<file path="src/rtl/i2c_cmd_sequencer_if.sv">
// Host-side command/response bus plus the byte-level I2C master hookup for i2c_cmd_sequencer.
// slave = sequencer view; master = host and I2C master view.
interface i2c_cmd_sequencer_if #(
  parameter int DEPTH = 4
);
  // host command channel
  logic                   i_cmd_valid;
  logic                   o_cmd_ready;
  logic [6:0]             i_cmd_addr;
  logic                   i_cmd_r_w;
  logic [7:0]             i_cmd_wdata;

  // byte-level I2C master
  logic [6:0]             o_address_out;
  logic                   o_address_r_w;
  logic [7:0]             o_sdata_out;
  logic                   o_start;
  logic                   i_busy;
  logic                   i_done;
  logic [7:0]             i_rdata;
  logic                   i_nack;

  // host response channel and status
  logic                   o_rsp_valid;
  logic                   i_rsp_ready;
  logic [7:0]             o_rsp_data;
  logic                   o_rsp_nack;
  logic                   o_rsp_timeout;
  logic [$clog2(DEPTH):0] o_level;
  logic                   o_idle;

  modport slave (
    input  i_cmd_valid, i_cmd_addr, i_cmd_r_w, i_cmd_wdata,
    output o_cmd_ready,
    output o_address_out, o_address_r_w, o_sdata_out, o_start,
    input  i_busy, i_done, i_rdata, i_nack,
    output o_rsp_valid, o_rsp_data, o_rsp_nack, o_rsp_timeout,
    input  i_rsp_ready,
    output o_level, o_idle
  );

  modport master (
    output i_cmd_valid, i_cmd_addr, i_cmd_r_w, i_cmd_wdata,
    input  o_cmd_ready,
    input  o_address_out, o_address_r_w, o_sdata_out, o_start,
    output i_busy, i_done, i_rdata, i_nack,
    input  o_rsp_valid, o_rsp_data, o_rsp_nack, o_rsp_timeout,
    output i_rsp_ready,
    input  o_level, o_idle
  );
endinterface

</file>
<file path="src/rtl/i2c_cmd_sequencer.sv">
// Queues host I2C commands in a DEPTH-entry FIFO and runs them one at a time through a byte-level master.
// Optional WAIT watchdog: define I2C_SEQ_TIMEOUT_EN to bound WAIT at TIMEOUT_CYCLES.
module i2c_cmd_sequencer #(
  parameter int DEPTH          = 4,
  parameter int TIMEOUT_CYCLES = 1000
) (
  input  logic               i_sclk,
  input  logic               i_rst_n,
  i2c_cmd_sequencer_if.slave bus
);

  localparam int AW = $clog2(DEPTH);
  localparam int LW = AW + 1;

  typedef enum logic [1:0] {
    S_IDLE,
    S_ISSUE,
    S_WAIT,
    S_RESP
  } state_t;

  state_t state_q, state_nxt;

  // command FIFO: entry = {addr[6:0], r_w, wdata[7:0]}
  logic [15:0]   mem [DEPTH];
  logic [AW-1:0] wr_ptr;
  logic [AW-1:0] rd_ptr;
  logic [LW-1:0] level;
  logic [15:0]   head;
  logic          cmd_ready;
  logic          push;
  logic          pop;

  logic [6:0]    addr_q;
  logic          r_w_q;
  logic [7:0]    wdata_q;
  logic [7:0]    rsp_data_q;
  logic          rsp_nack_q;
  logic          rsp_timeout_q;

  logic          load_cmd;
  logic          capture_done;
  logic          capture_timeout;
  logic          timeout_hit;
  logic          rsp_valid;

  // ready depends only on registered occupancy, never on i_cmd_valid
  assign cmd_ready = (level < LW'(DEPTH));
  assign push      = bus.i_cmd_valid && cmd_ready;
  assign pop       = (state_q == S_ISSUE);
  assign head      = mem[rd_ptr];
  assign rsp_valid = (state_q == S_RESP);

  always_ff @(posedge i_sclk) begin
    if (push) begin
      mem[wr_ptr] <= {bus.i_cmd_addr, bus.i_cmd_r_w, bus.i_cmd_wdata};
    end
  end

  always_ff @(posedge i_sclk or negedge i_rst_n) begin
    if (!i_rst_n) begin
      wr_ptr <= '0;
      rd_ptr <= '0;
      level  <= '0;
    end else begin
      if (push) begin
        wr_ptr <= wr_ptr + AW'(1);
      end
      if (pop) begin
        rd_ptr <= rd_ptr + AW'(1);
      end
      case ({push, pop})
        2'b10:   level <= level + LW'(1);
        2'b01:   level <= level - LW'(1);
        default: level <= level;
      endcase
    end
  end

`ifdef I2C_SEQ_TIMEOUT_EN
  localparam int TW = $clog2(TIMEOUT_CYCLES + 1);

  logic [TW-1:0] wait_cnt;

  // cleared while issuing so every WAIT starts counting from zero
  always_ff @(posedge i_sclk or negedge i_rst_n) begin
    if (!i_rst_n) begin
      wait_cnt <= '0;
    end else if (state_q == S_ISSUE) begin
      wait_cnt <= '0;
    end else if (state_q == S_WAIT) begin
      wait_cnt <= wait_cnt + TW'(1);
    end
  end

  assign timeout_hit = (state_q == S_WAIT) && (wait_cnt == TW'(TIMEOUT_CYCLES - 1));
`else
  // watchdog compiled out: WAIT only ends on i_done, TIMEOUT_CYCLES has no effect
  assign timeout_hit = (TIMEOUT_CYCLES < 0);
`endif

  always_ff @(posedge i_sclk or negedge i_rst_n) begin
    if (!i_rst_n) begin
      state_q <= S_IDLE;
    end else begin
      state_q <= state_nxt;
    end
  end

  always_comb begin
    state_nxt       = state_q;
    load_cmd        = 1'b0;
    capture_done    = 1'b0;
    capture_timeout = 1'b0;
    case (state_q)
      S_IDLE: begin
        if ((level != '0) && !bus.i_busy && !rsp_valid) begin
          state_nxt = S_ISSUE;
          load_cmd  = 1'b1;
        end
      end
      S_ISSUE: begin
        state_nxt = S_WAIT;
      end
      S_WAIT: begin
        if (bus.i_done) begin
          state_nxt    = S_RESP;
          capture_done = 1'b1;
        end else if (timeout_hit) begin
          state_nxt       = S_RESP;
          capture_timeout = 1'b1;
        end
      end
      S_RESP: begin
        if (bus.i_rsp_ready) begin
          state_nxt = S_IDLE;
        end
      end
      default: begin
        state_nxt = S_IDLE;
      end
    endcase
  end

  // head is latched on the way into ISSUE so the master sees it alongside o_start
  always_ff @(posedge i_sclk or negedge i_rst_n) begin
    if (!i_rst_n) begin
      addr_q  <= '0;
      r_w_q   <= 1'b0;
      wdata_q <= '0;
    end else if (load_cmd) begin
      addr_q  <= head[15:9];
      r_w_q   <= head[8];
      wdata_q <= head[7:0];
    end
  end

  always_ff @(posedge i_sclk or negedge i_rst_n) begin
    if (!i_rst_n) begin
      rsp_data_q    <= '0;
      rsp_nack_q    <= 1'b0;
      rsp_timeout_q <= 1'b0;
    end else if (capture_done) begin
      rsp_data_q    <= r_w_q ? bus.i_rdata : 8'h00;
      rsp_nack_q    <= bus.i_nack;
      rsp_timeout_q <= 1'b0;
    end else if (capture_timeout) begin
      rsp_data_q    <= 8'h00;
      rsp_nack_q    <= 1'b0;
      rsp_timeout_q <= 1'b1;
    end
  end

  assign bus.o_cmd_ready   = cmd_ready;
  assign bus.o_address_out = addr_q;
  assign bus.o_address_r_w = r_w_q;
  assign bus.o_sdata_out   = wdata_q;
  assign bus.o_start       = (state_q == S_ISSUE);
  assign bus.o_rsp_valid   = rsp_valid;
  assign bus.o_rsp_data    = rsp_data_q;
  assign bus.o_rsp_nack    = rsp_nack_q;
  assign bus.o_rsp_timeout = rsp_timeout_q;
  assign bus.o_level       = level;
  assign bus.o_idle        = (state_q == S_IDLE) && (level == '0);

endmodule

</file>
<file path="src/flat_wrapper.sv">
// flat-port wrapper written by rule: the top's interface ports become plain ports
module i2c_cmd_sequencer_flat 
#(
  parameter int DEPTH          = 4,
  parameter int TIMEOUT_CYCLES = 1000
)
  (i_sclk, i_rst_n, bus_i_cmd_valid, bus_i_cmd_addr, bus_i_cmd_r_w, bus_i_cmd_wdata, bus_o_cmd_ready, bus_o_address_out, bus_o_address_r_w, bus_o_sdata_out, bus_o_start, bus_i_busy, bus_i_done, bus_i_rdata, bus_i_nack, bus_o_rsp_valid, bus_o_rsp_data, bus_o_rsp_nack, bus_o_rsp_timeout, bus_i_rsp_ready, bus_o_level, bus_o_idle);
  i2c_cmd_sequencer_if #(.DEPTH(DEPTH)) bus_i ();
  input  logic i_sclk;
  input  logic i_rst_n;
  input wire logic [$bits(bus_i.i_cmd_valid)-1:0] bus_i_cmd_valid;
  input wire logic [$bits(bus_i.i_cmd_addr)-1:0] bus_i_cmd_addr;
  input wire logic [$bits(bus_i.i_cmd_r_w)-1:0] bus_i_cmd_r_w;
  input wire logic [$bits(bus_i.i_cmd_wdata)-1:0] bus_i_cmd_wdata;
  output wire logic [$bits(bus_i.o_cmd_ready)-1:0] bus_o_cmd_ready;
  output wire logic [$bits(bus_i.o_address_out)-1:0] bus_o_address_out;
  output wire logic [$bits(bus_i.o_address_r_w)-1:0] bus_o_address_r_w;
  output wire logic [$bits(bus_i.o_sdata_out)-1:0] bus_o_sdata_out;
  output wire logic [$bits(bus_i.o_start)-1:0] bus_o_start;
  input wire logic [$bits(bus_i.i_busy)-1:0] bus_i_busy;
  input wire logic [$bits(bus_i.i_done)-1:0] bus_i_done;
  input wire logic [$bits(bus_i.i_rdata)-1:0] bus_i_rdata;
  input wire logic [$bits(bus_i.i_nack)-1:0] bus_i_nack;
  output wire logic [$bits(bus_i.o_rsp_valid)-1:0] bus_o_rsp_valid;
  output wire logic [$bits(bus_i.o_rsp_data)-1:0] bus_o_rsp_data;
  output wire logic [$bits(bus_i.o_rsp_nack)-1:0] bus_o_rsp_nack;
  output wire logic [$bits(bus_i.o_rsp_timeout)-1:0] bus_o_rsp_timeout;
  input wire logic [$bits(bus_i.i_rsp_ready)-1:0] bus_i_rsp_ready;
  output wire logic [$bits(bus_i.o_level)-1:0] bus_o_level;
  output wire logic [$bits(bus_i.o_idle)-1:0] bus_o_idle;
  assign bus_i.i_cmd_valid = bus_i_cmd_valid;
  assign bus_i.i_cmd_addr = bus_i_cmd_addr;
  assign bus_i.i_cmd_r_w = bus_i_cmd_r_w;
  assign bus_i.i_cmd_wdata = bus_i_cmd_wdata;
  assign bus_o_cmd_ready = bus_i.o_cmd_ready;
  assign bus_o_address_out = bus_i.o_address_out;
  assign bus_o_address_r_w = bus_i.o_address_r_w;
  assign bus_o_sdata_out = bus_i.o_sdata_out;
  assign bus_o_start = bus_i.o_start;
  assign bus_i.i_busy = bus_i_busy;
  assign bus_i.i_done = bus_i_done;
  assign bus_i.i_rdata = bus_i_rdata;
  assign bus_i.i_nack = bus_i_nack;
  assign bus_o_rsp_valid = bus_i.o_rsp_valid;
  assign bus_o_rsp_data = bus_i.o_rsp_data;
  assign bus_o_rsp_nack = bus_i.o_rsp_nack;
  assign bus_o_rsp_timeout = bus_i.o_rsp_timeout;
  assign bus_i.i_rsp_ready = bus_i_rsp_ready;
  assign bus_o_level = bus_i.o_level;
  assign bus_o_idle = bus_i.o_idle;
  i2c_cmd_sequencer #(.DEPTH(DEPTH), .TIMEOUT_CYCLES(TIMEOUT_CYCLES)) u_core (.i_sclk(i_sclk), .i_rst_n(i_rst_n), .bus(bus_i));
endmodule
</file>
<file path="config.mk">
export PLATFORM = sky130hd
export DESIGN_NAME = i2c_cmd_sequencer_flat
export DESIGN_NICKNAME = d
export VERILOG_FILES = /design/src/rtl/i2c_cmd_sequencer_if.sv /design/src/rtl/i2c_cmd_sequencer.sv /design/src/flat_wrapper.sv
export SDC_FILE = /design/constraint.sdc
export NUM_CORES = 1
export LEC_CHECK = 0
export CAP_MARGIN = 30
export CORE_MARGIN = 1.5
export CORE_UTILIZATION = 57
export DETAILED_ROUTE_END_ITERATION = 8
export PLACE_DENSITY = 0.85
export SETUP_SLACK_MARGIN = 0.2
export SYNTH_ARGS = -nofsm -noshare
export SYNTH_HDL_FRONTEND = slang
export SYNTH_SLANG_ARGS = --single-unit
</file>
<file path="constraint.sdc">
create_clock -name i_sclk -period 4.2 [get_ports i_sclk]
set_clock_uncertainty 0.05 [all_clocks]
set_input_delay 0.63 -clock i_sclk [delete_from_list [all_inputs] [get_ports i_sclk]]
set_output_delay 0.63 -clock i_sclk [all_outputs]
set_load 0.1 [all_outputs]
</file>
==> run metrics, run 1 <==
status=finished with violations; failing checks=design-rule violations; # DRC=5; reg2reg start=u_core.state_q[0]$_DFFE_PN0P_; final setup fails=0; Critical Path RT=about 3.5 ns; vias in the first global route=a little over 2000; Final Util=between 70% and 80%; Yosys cell types=29; first-pass GRT wire length=between 10000 and 15000 um; CTS tree=built; Worst EP arrival=around 2.4 ns; filler cell count in the final layout=just under 400; final setup margin=approximately 1.1 ns; Slew @ Worst Pin=a little under 1 ns; post-cts resize count=0; layout cells sized above 1=a little under a fifth; Post-CTS Hold Fix Bufs=0; largest area contributor in the netlist=edfxtp_1; HPWL Detailed=a little over 4000 um; clk root buf=clkbuf_8; register area share after synthesis=71.46%; Max Freq=327.3 MHz; n_diodes=0; area of the core=0.006459 mm2; crit end category=primary output; Period Utilization, post-route=between 70% and 80%; I/O Buffers=62; Ports=64; min Tclk post-route=roughly 3.1 ns; r2r worst-path depth=4; syn_area_per_cell=18.22 um2; Synth Instances=approximately 210; Yosys Warn Count=0; chip width=about 86 um; setup_tns=0 ns; CTS clock-pin slew for the worst setup and hold paths=0.09 ns; RSZ-0062 raised after global routing=false; R2R Setup Slk=1.92 ns; fin. max-slew vios=0; Num Clock Sinks=approximately 100; Area Growth Syn to Fin=23.57%; max cap viols=0; H-tree depth=3; Die ar.=approximately 0.0073 mm2; initial antenna violation count=0; drt first pass iters=6; Via-to-Cell Ratio=5.501; total CTS buffers=9; largest net degree at the start of global routing=35; crit path launch type=flip-flop; via count=slightly below 2000; DRT iter0 DRCs=146; Total GRT Usage=approximately a fifth; post-route ant nets=0; Worst Hold Class=in -> async; dpl ws=around 1.5 ns; final hold violations=0; total gr overflow=0; initial core utilization=about three fifths; flops & latches, synth=98; Yosys top cell area share=around 50%; Mapped Nets=254; kind of critical path=reg -> out; Rel. slew slack=between 30% and 40%; crit-path max FO=4; setup repair bufs after CTS=0; NumNets Final=318; Die Ht=around 86 um; Worst R2R End=u_core.bus.o_sdata_out[6]$_DFFE_PN0P_; drt wl/cell=around 18 um; worst skew pair latency=between 0.3 and 0.4 ns; RePlAce Congestion=~0.68; final wirelength=6552 um; row cnt=29; top post-synthesis cells by area=edfxtp_1, dfrtp_1, mux4_2; Netlist Area Pre-Place=about 0.0039 mm2; Max Root-Sink Buffers=2
critical path, stage by stage (launching register included):
cell and delay, ns:
dfrtp_1 0.42, inv_1 0.11, ha_1 0.21, nand2_1 0.09, inv_1 0.06, clkdlybuf4s50_1 1.12
synthesized netlist by cell type, drive strengths merged:
| library cell | n |
|---|---|
| nand2 | 20 |
| xnor2 | 4 |
| mux2 | 18 |
| conb | 1 |
| a21oi | 1 |
| and2 | 4 |
| nor2b | 2 |
| o22ai | 1 |
| edfxtp | 64 |
| fa | 1 |
| ha | 9 |
| nand2b | 1 |
| nor2 | 1 |
| o21ai | 9 |
| or4b | 1 |
| nand3 | 1 |
| inv | 10 |
| xor2 | 2 |
| clkbuf | 2 |
| mux2i | 1 |
| dfrtp | 34 |
| mux4 | 16 |
| buf | 8 |
| nor3 | 2 |
placed cells by master (no fill, tap or decap), types with 8 or more instances in the layout:
| master | n |
|---|---|
| mux2_2 | 8 |
| inv_1 | 10 |
| ha_1 | 9 |
| edfxtp_1 | 64 |
| mux4_2 | 16 |
| mux2_4 | 10 |
| dfrtp_1 | 34 |
| nand2_1 | 20 |
| o21ai_0 | 9 |
| clkdlybuf4s50_1 | 61 |
| clkbuf_8 | 9 |
metrics by stage:
stage / area (um2) / instances / hold slack [ns]
final: 4795 / 359 / 0.2916
after global routing: 4795 / 359 / 0.3294
after CTS: 4795 / 359 / 0.3070
after detailed placement: 4553 / 343 / 0.4226
after global placement: 4526 / 342 / 0.4127
after floorplan: 3880 / 213 / 0.2844
flip-flops by register name, summed over array words and instances, names as in the netlist:
signal                    count
u_core.bus.o_rsp_data         8
u_core.bus.o_level            3
u_core.state_q                2
u_core.wr_ptr                 2
u_core.bus.o_sdata_out        8
u_core.rd_ptr                 2
u_core.bus.o_address_r_w      1
u_core.bus.o_address_out      7
u_core.mem                   64
u_core.bus.o_rsp_nack         1
layout make-up:
| class | count | area (um2) | share of cell area [%] |
|---|---|---|---|
| Timing Repair Buffer | 63 | 643.1 | 13.41 |
| Clock buffer | 9 | 123.9 | 2.584 |
| Sequential cell | 98 | 2773 | 57.83 |
| Tap cell | 77 | 96.34 | 2.009 |
| Inverter | 10 | 37.54 | 0.7829 |
| Multi-Input combinational cell | 95 | 1003 | 20.93 |
| Clock inverter | 7 | 117.6 | 2.453 |
cell families (layout without fill, tap and decap cells):
kind of cell | after synthesis | count (layout) | share of synthesized area (%)
mux | 35 | 35 | 15.74
compound gates | 11 | 11 | 1.451
other cells | 1 | 1 | 0.09665
flops | 98 | 98 | 71.46
fa+ha+maj | 10 | 10 | 3.418
buf+inv | 20 | 89 | 2.677
simple gates | 32 | 32 | 3.805
xor+xnor | 6 | 6 | 1.354
per-layer routing:
layer	GRT usage, %	share of wire [%]	vias to the layer above	wire length, um
met5	0	0	-	0
li1	-	-	910	-
met2	31.93	51	50	3321
met4	6.891	1.4	0	93
met3	6.545	4.7	10	309
met1	25.31	43	1005	2827
worst max-delay path by stage:
| stage | start | end | slack, ns | cells after the start |
|---|---|---|---|---|
| global route | u_core.state_q[0]$_DFFE_PN0P_ | bus_o_idle | 1.06 | 5 |
| detailed placement | bus_i_cmd_valid | u_core.mem[1][0]$_DFFE_PP_ | 1.48 | 3 |
| finish | u_core.state_q[0]$_DFFE_PN0P_ | bus_o_idle | 1.14 | 5 |
| floorplan | u_core.state_q[1]$_DFFE_PN0P_ | u_core.bus.o_level[2]$_DFFE_PN0P_ | 1.64 | 8 |
| CTS | u_core.state_q[0]$_DFFE_PN0P_ | bus_o_idle | 1.13 | 5 |
| global placement | bus_i_cmd_valid | u_core.mem[3][12]$_DFFE_PP_ | 1.54 | 3 |
Power of run 1 is left out: the tool's default activity adds up to more than one toggle a clock period on the data nets, which glitch-free logic cannot reach.
==> inputs of run 2 (changes only) <==
--- a/config.mk
+++ b/config.mk
@@ -7,9 +7,9 @@
 export LEC_CHECK = 0
 export CAP_MARGIN = 30
 export CORE_MARGIN = 1.5
-export CORE_UTILIZATION = 57
+export CORE_UTILIZATION = 48
 export DETAILED_ROUTE_END_ITERATION = 8
-export PLACE_DENSITY = 0.85
+export PLACE_DENSITY = 0.76
 export SETUP_SLACK_MARGIN = 0.2
 export SYNTH_ARGS = -nofsm -noshare
 export SYNTH_HDL_FRONTEND = slang
==> constraint.sdc (replaced) <==
create_clock -name i_sclk -period 2.8 [get_ports i_sclk]
set_clock_uncertainty 0.05 [all_clocks]
set_input_delay 0.42 -clock i_sclk [delete_from_list [all_inputs] [get_ports i_sclk]]
set_output_delay 0.42 -clock i_sclk [all_outputs]
set_load 0.1 [all_outputs]
==> run metrics, run 2 (synthesis results as in run 1) <==
status=finished, final reports clean; post-cts resize count=0 (unchanged); Ports=64 (unchanged); Max Freq=between 500 and 600 MHz; largest net degree at the start of global routing=35 (unchanged); post-route ant nets=0 (unchanged); max cap viols=0 (unchanged); final hold violations=0 (unchanged); Max Root-Sink Buffers=2 (unchanged); max reg flops=64 (unchanged); vias in the first global route=2032 (-0.73%); area of the core=0.007767 mm2 (+20%); setup_tns=0 ns (unchanged); r2r worst-path depth=8 (+4); crit path launch type=flip-flop; Via-to-Cell Ratio=5.079 (-7.7%); Area Growth Syn to Fin=22.57%; Slew @ Worst Pin=0.7841 ns (-0.2012 ns); min Tclk post-route=1.953 ns; I/O Buffers=62 (unchanged); crit-path max FO=4 (unchanged); RePlAce Congestion=0.7030 (+3.2%); fin. max-slew vios=0 (unchanged); NumNets Final=324 (+1.9%); HPWL Detailed=4111 um (+1.2%); worst skew pair latency=0.36 ns (about the same); total CTS buffers=9 (unchanged); Period Utilization, post-route=a little over two thirds; reg2reg start=u_core.state_q[1]$_DFFE_PN0P_; # DRC=0 (-5); Die ar.=0.008631 mm2 (+18%); Worst Hold Class=in -> async; drt wl/cell=16.43 um (-10%); Rel. slew slack=47.73% (+14 points); Worst EP arrival=1.48 ns (-0.90 ns); Biggest register=u_core.mem; first-pass GRT wire length=10230 um (-0.80%); Slowest-stage cell, CP=dfrtp_1; drt first pass iters=4 (-2); total gr overflow=0 (unchanged); Critical Path RT=2.33 ns (-1.19 ns); Post-CTS Hold Fix Bufs=0 (unchanged); Crit path largest cell delay=0.41 ns (-0.71 ns); worst path cell trace=inv_1 > ha_1 > nand2_1 > inv_1 > buf_4; commonest non-fill, non-tap cell in the layout=edfxtp_1; R2R Setup Slk=0.89 ns (-1.03 ns); setup repair bufs after CTS=0 (unchanged); chip width=92.91 um (+8.7%); CTS clock-pin slew for the worst setup and hold paths=0.09 ns (about the same); row cnt=32 (+10%); layout cells sized above 1=30.90% (+13 points); Worst R2R End=u_core.bus.o_level[2]$_DFFE_PN0P_; via count=1981 (+0.30%); initial core utilization=49.95% (-10 points); Num Clock Sinks=98 (unchanged); Die Ht=92.91 um (+8.7%); H-tree depth=3 (unchanged); initial antenna violation count=0 (unchanged); Critical Path Most Common Cell=inv_1; CTS tree=built; crit end category=primary output; kind of critical path=reg -> out; DRT iter0 DRCs=87 (-40%); RSZ-0062 raised after global routing=false; final wirelength=6407 um (-2.2%); n_diodes=0 (unchanged); final setup fails=0 (unchanged); commonest non-fill, non-tap cells in the layout=edfxtp_1, buf_4, dfrtp_1; clk root buf=clkbuf_8; Total GRT Usage=16.45% (-3.2 points)
run 2: changes by cell type in the layout (fill, tap and decap cells not counted), moves of 2 or more:
cell	change
buf_4	+38
clkinvlp_4	-2
bufinv_16	-2
clkbuf_8	+2
clkdlybuf4s50_1	-32
run 2: final cells by class:
class | count | area, um2
flip-flops and latches | 98 | 2773
inverters | 10 | 37.54
clock inverters | 4 | 58.81
clock buffers | 12 | 155.1
well taps | 102 | 127.6
fillers | 606 | 3012
multi-input cells | 95 | 1003
repair buffers | 69 | 600.6
run 2: layer usage:
| layer | part of all wire, % | track usage [%] | up-vias |
|---|---|---|---|
| li1 | - | - | 923 |
| met1 | 43 | 20.24 | 994 |
| met2 | 50 | 27.31 | 60 |
| met3 | 5.7 | 6.404 | 4 |
| met4 | 0.64 | 4.167 | 0 |
| met5 | 0 | 0 | - |
run 2: worst max-delay path: cells and delay by family (launching register included):
kind,cells,cell delay (ns)
buf+inv,3,0.44
flops,1,0.41
fa+ha+maj,1,0.20
simple gates,1,0.08
run 2: how the worst max path moves through the flow:
stage,to,slack (ns),cells past startpoint,start
floorplan,u_core.bus.o_level[2]$_DFFE_PN0P_,0.24,8,u_core.state_q[1]$_DFFE_PN0P_
global placement,u_core.bus.o_level[2]$_DFFE_PN0P_,0.58,10,bus_i_cmd_valid
detailed placement,u_core.bus.o_level[2]$_DFFE_PN0P_,0.54,10,bus_i_cmd_valid
CTS,bus_o_idle,0.82,5,u_core.state_q[0]$_DFFE_PN0P_
global route,bus_o_idle,0.74,5,u_core.state_q[0]$_DFFE_PN0P_
finish,bus_o_idle,0.85,5,u_core.state_q[0]$_DFFE_PN0P_
run 2: stage by stage:
| step | cell area [um2] | hold slack [ns] | std cells | setup WS, ns | utilization [%] |
|---|---|---|---|---|---|
| final | 4756 | 0.08858 | 390 | 0.8469 | 61.23 |
| after global routing | 4756 | 0.1238 | 390 | 0.7415 | 61.23 |
| after CTS | 4756 | 0.09840 | 390 | 0.8210 | 61.23 |
| after detailed placement | 4542 | 0.4283 | 374 | 0.5439 | 58.47 |
| after global placement | 4542 | 0.4178 | 374 | 0.5845 | 58.47 |
| after floorplan | 3880 | 0.07441 | 213 | 0.2430 | - |
Power of run 2 is left out for the same reason.
==> inputs of run 3 (changes only) <==
==> constraint.sdc (replaced) <==
create_clock -name i_sclk -period 1.55 [get_ports i_sclk]
set_clock_uncertainty 0.05 [all_clocks]
set_input_delay 0.2325 -clock i_sclk [delete_from_list [all_inputs] [get_ports i_sclk]]
set_output_delay 0.2325 -clock i_sclk [all_outputs]
set_load 0.1 [all_outputs]
==> run metrics, run 3 (synthesis results as in run 1) <==
commonest non-fill, non-tap cell in the layout=edfxtp_1; first-pass GRT wire length=11900 um (+16%); worst path cell trace=inv_2 > ha_4 > or4b_4 > buf_12 > mux2_4; final setup fails=25 (+25); min Tclk post-route=1.879 ns; Buf/Inv on CP=2 (-1); status=finished with violations; Die ar.=0.008631 mm2 (unchanged); Die Ht=92.91 um (unchanged); met1 usage=24.52% (+4.3 points); crit path from=u_core.state_q[0]$_DFFE_PN0P_; DRT iter0 DRCs=124 (+43%); filler cell count in the final layout=479 (-21%); worst skew pair latency=0.35 ns (about the same); CP top delay family=simple AND/OR/NAND/NOR gates; initial antenna violation count=0 (unchanged); placed cells=385 (+2.9%); Total GRT Usage=19.00% (+2.5 points); NumNets Final=353 (+9.0%); commonest non-fill, non-tap cells in the layout=edfxtp_1, buf_12, clkdlybuf4s50_1, dfrtp_1, mux4_2; post-route ant nets=0 (unchanged); drt first pass iters=6 (+2); Critical Path RT=1.74 ns (-0.59 ns); setup_tns=-6.192 ns (-6.192 ns); clk root buf=clkbuf_8; Ports=64 (unchanged); largest net degree at the start of global routing=20 (-43%); fin. max-slew vios=0 (unchanged); vias in the first global route=2302 (+13%); n_diodes=0 (unchanged); area of the core=0.007767 mm2 (unchanged); Max Root-Sink Buffers=2 (unchanged); Period Utilization, post-route=121.2%; Slowest-stage cell, CP=or4b_4; final hold violations=0 (unchanged); CTS clock-pin slew for the worst setup and hold paths=0.09 ns (about the same); I/O Buffers=62 (unchanged); kind of critical path=reg -> reg; Non-Filler Instances=419 (+7.4%); final setup margin=-0.3289 ns (-1.176 ns); Crit path largest cell delay=0.51 ns (+0.10 ns); HPWL Detailed=4619 um (+12%); Via-to-Cell Ratio=5.239 (+3.1%); Max Freq=532.2 MHz; RePlAce Congestion=0.6912 (-1.7%); Num Clock Sinks=98 (unchanged); total gr overflow=0 (unchanged); RSZ-0062 raised after global routing=true; met2 Resource Use GR=32.18% (+4.9 points); row cnt=32 (unchanged); Biggest register=u_core.mem; crit end category=flip-flop; max cap viols=0 (unchanged); H-tree depth=3 (unchanged); GR met3 Demand/Resource=3.120% (-3.3 points); chip width=92.91 um (unchanged); Worst EP arrival=2.07 ns (+0.59 ns); drt wl/cell=19.10 um (+16%); reg2reg start=u_core.state_q[0]$_DFFE_PN0P_; via count=2195 (+11%); max reg flops=64 (unchanged); layout cells sized above 1=50.79% (+20 points); Area Growth Syn to Fin=46.82%; final wirelength=8002 um (+25%); crit-path max FO=8 (+4); CTS tree=built; failing checks=negative setup slack; # DRC=0 (unchanged); total CTS buffers=9 (unchanged); initial core utilization=49.95% (unchanged); Worst Hold Class=in -> async; GRT Max-Usage Layer=met2; crit path launch type=flip-flop
==> run 3: changes by cell type in the layout (fill, tap and decap cells not counted), sizes merged <==
cell | previous run | this run
buf | 40 | 64
and2 | 4 | 8
clkinvlp | 0 | 3
inv | 11 | 8
clkbuf | 12 | 11
clkinv | 2 | 3
dlygate4sd3 | 0 | 1
==> run 3: cell type report <==
type,instances,area (um2),share of cell area [%]
clock buffer,11,131.4,2.306
clock inverter,5,55.05,0.9664
inverter,10,45.04,0.7907
multi-input combinational,99,1247,21.90
sequential,98,2786,48.91
tap,102,127.6,2.240
timing repair buffer,94,1304,22.89
==> run 3: path summary, 6_finish.rpt <==
check	endpoint	slack [ns]	cells after the start
worst min-delay path	u_core.bus.o_address_out[5]$_DFFE_PN0P_	0.30	2
max in group asynchronous	u_core.bus.o_address_r_w$_DFFE_PN0P_	0.51	3
worst max register to register	u_core.bus.o_sdata_out[2]$_DFFE_PN0P_	-0.33	5
worst max-delay path	u_core.bus.o_sdata_out[2]$_DFFE_PN0P_	-0.33	5
min in group i_sclk	u_core.bus.o_rsp_data[0]$_DFFE_PN0P_	0.36	3
worst min register to register	u_core.bus.o_rsp_data[4]$_DFFE_PN0P_	0.50	2
==> run 3: worst reg2reg max path: cells and delay by family (launching register included) <==
| family | cells | cell delay [ns] |
|---|---|---|
| multiplexers | 1 | 0.31 |
| buffers and inverters | 2 | 0.29 |
| AND/OR/NAND/NOR | 1 | 0.51 |
| adder cells (fa/ha/maj) | 1 | 0.14 |
| flip-flops | 1 | 0.47 |
==> run 3: per-layer routing <==
layer  vias up  wire length, um
li1        986                -
met1      1144             3377
met2        53             4244
met3        12              239
met4         0              141
met5         -                0
==> run 3: repair_timing <==
action / 4_1_cts / 5_1_grt
hold buffers: 1 / 0
setup endpoints to repair: 101 / 102
pin swaps: 11 / 7
gates cloned: 6 / 1
gates resized for setup: 41 / 29
endpoints found under the hold margin: 15 / 0
buffers inserted: 4 / 6
==> run 3: stage by stage <==
step                      utilization, %  hold slack (ns)  setup WS, ns  area, um2
after floorplan                        -          -0.1131       -0.4548       3958
after global placement             65.80           0.1261       -0.3410       5111
after detailed placement           65.80           0.1356       -0.3866       5111
after CTS                          71.15           0.3061       -0.2815       5527
after global routing               73.34           0.3475       -0.3561       5697
final                              73.34           0.3034       -0.3289       5697
Power of run 3 is left out for the same reason.
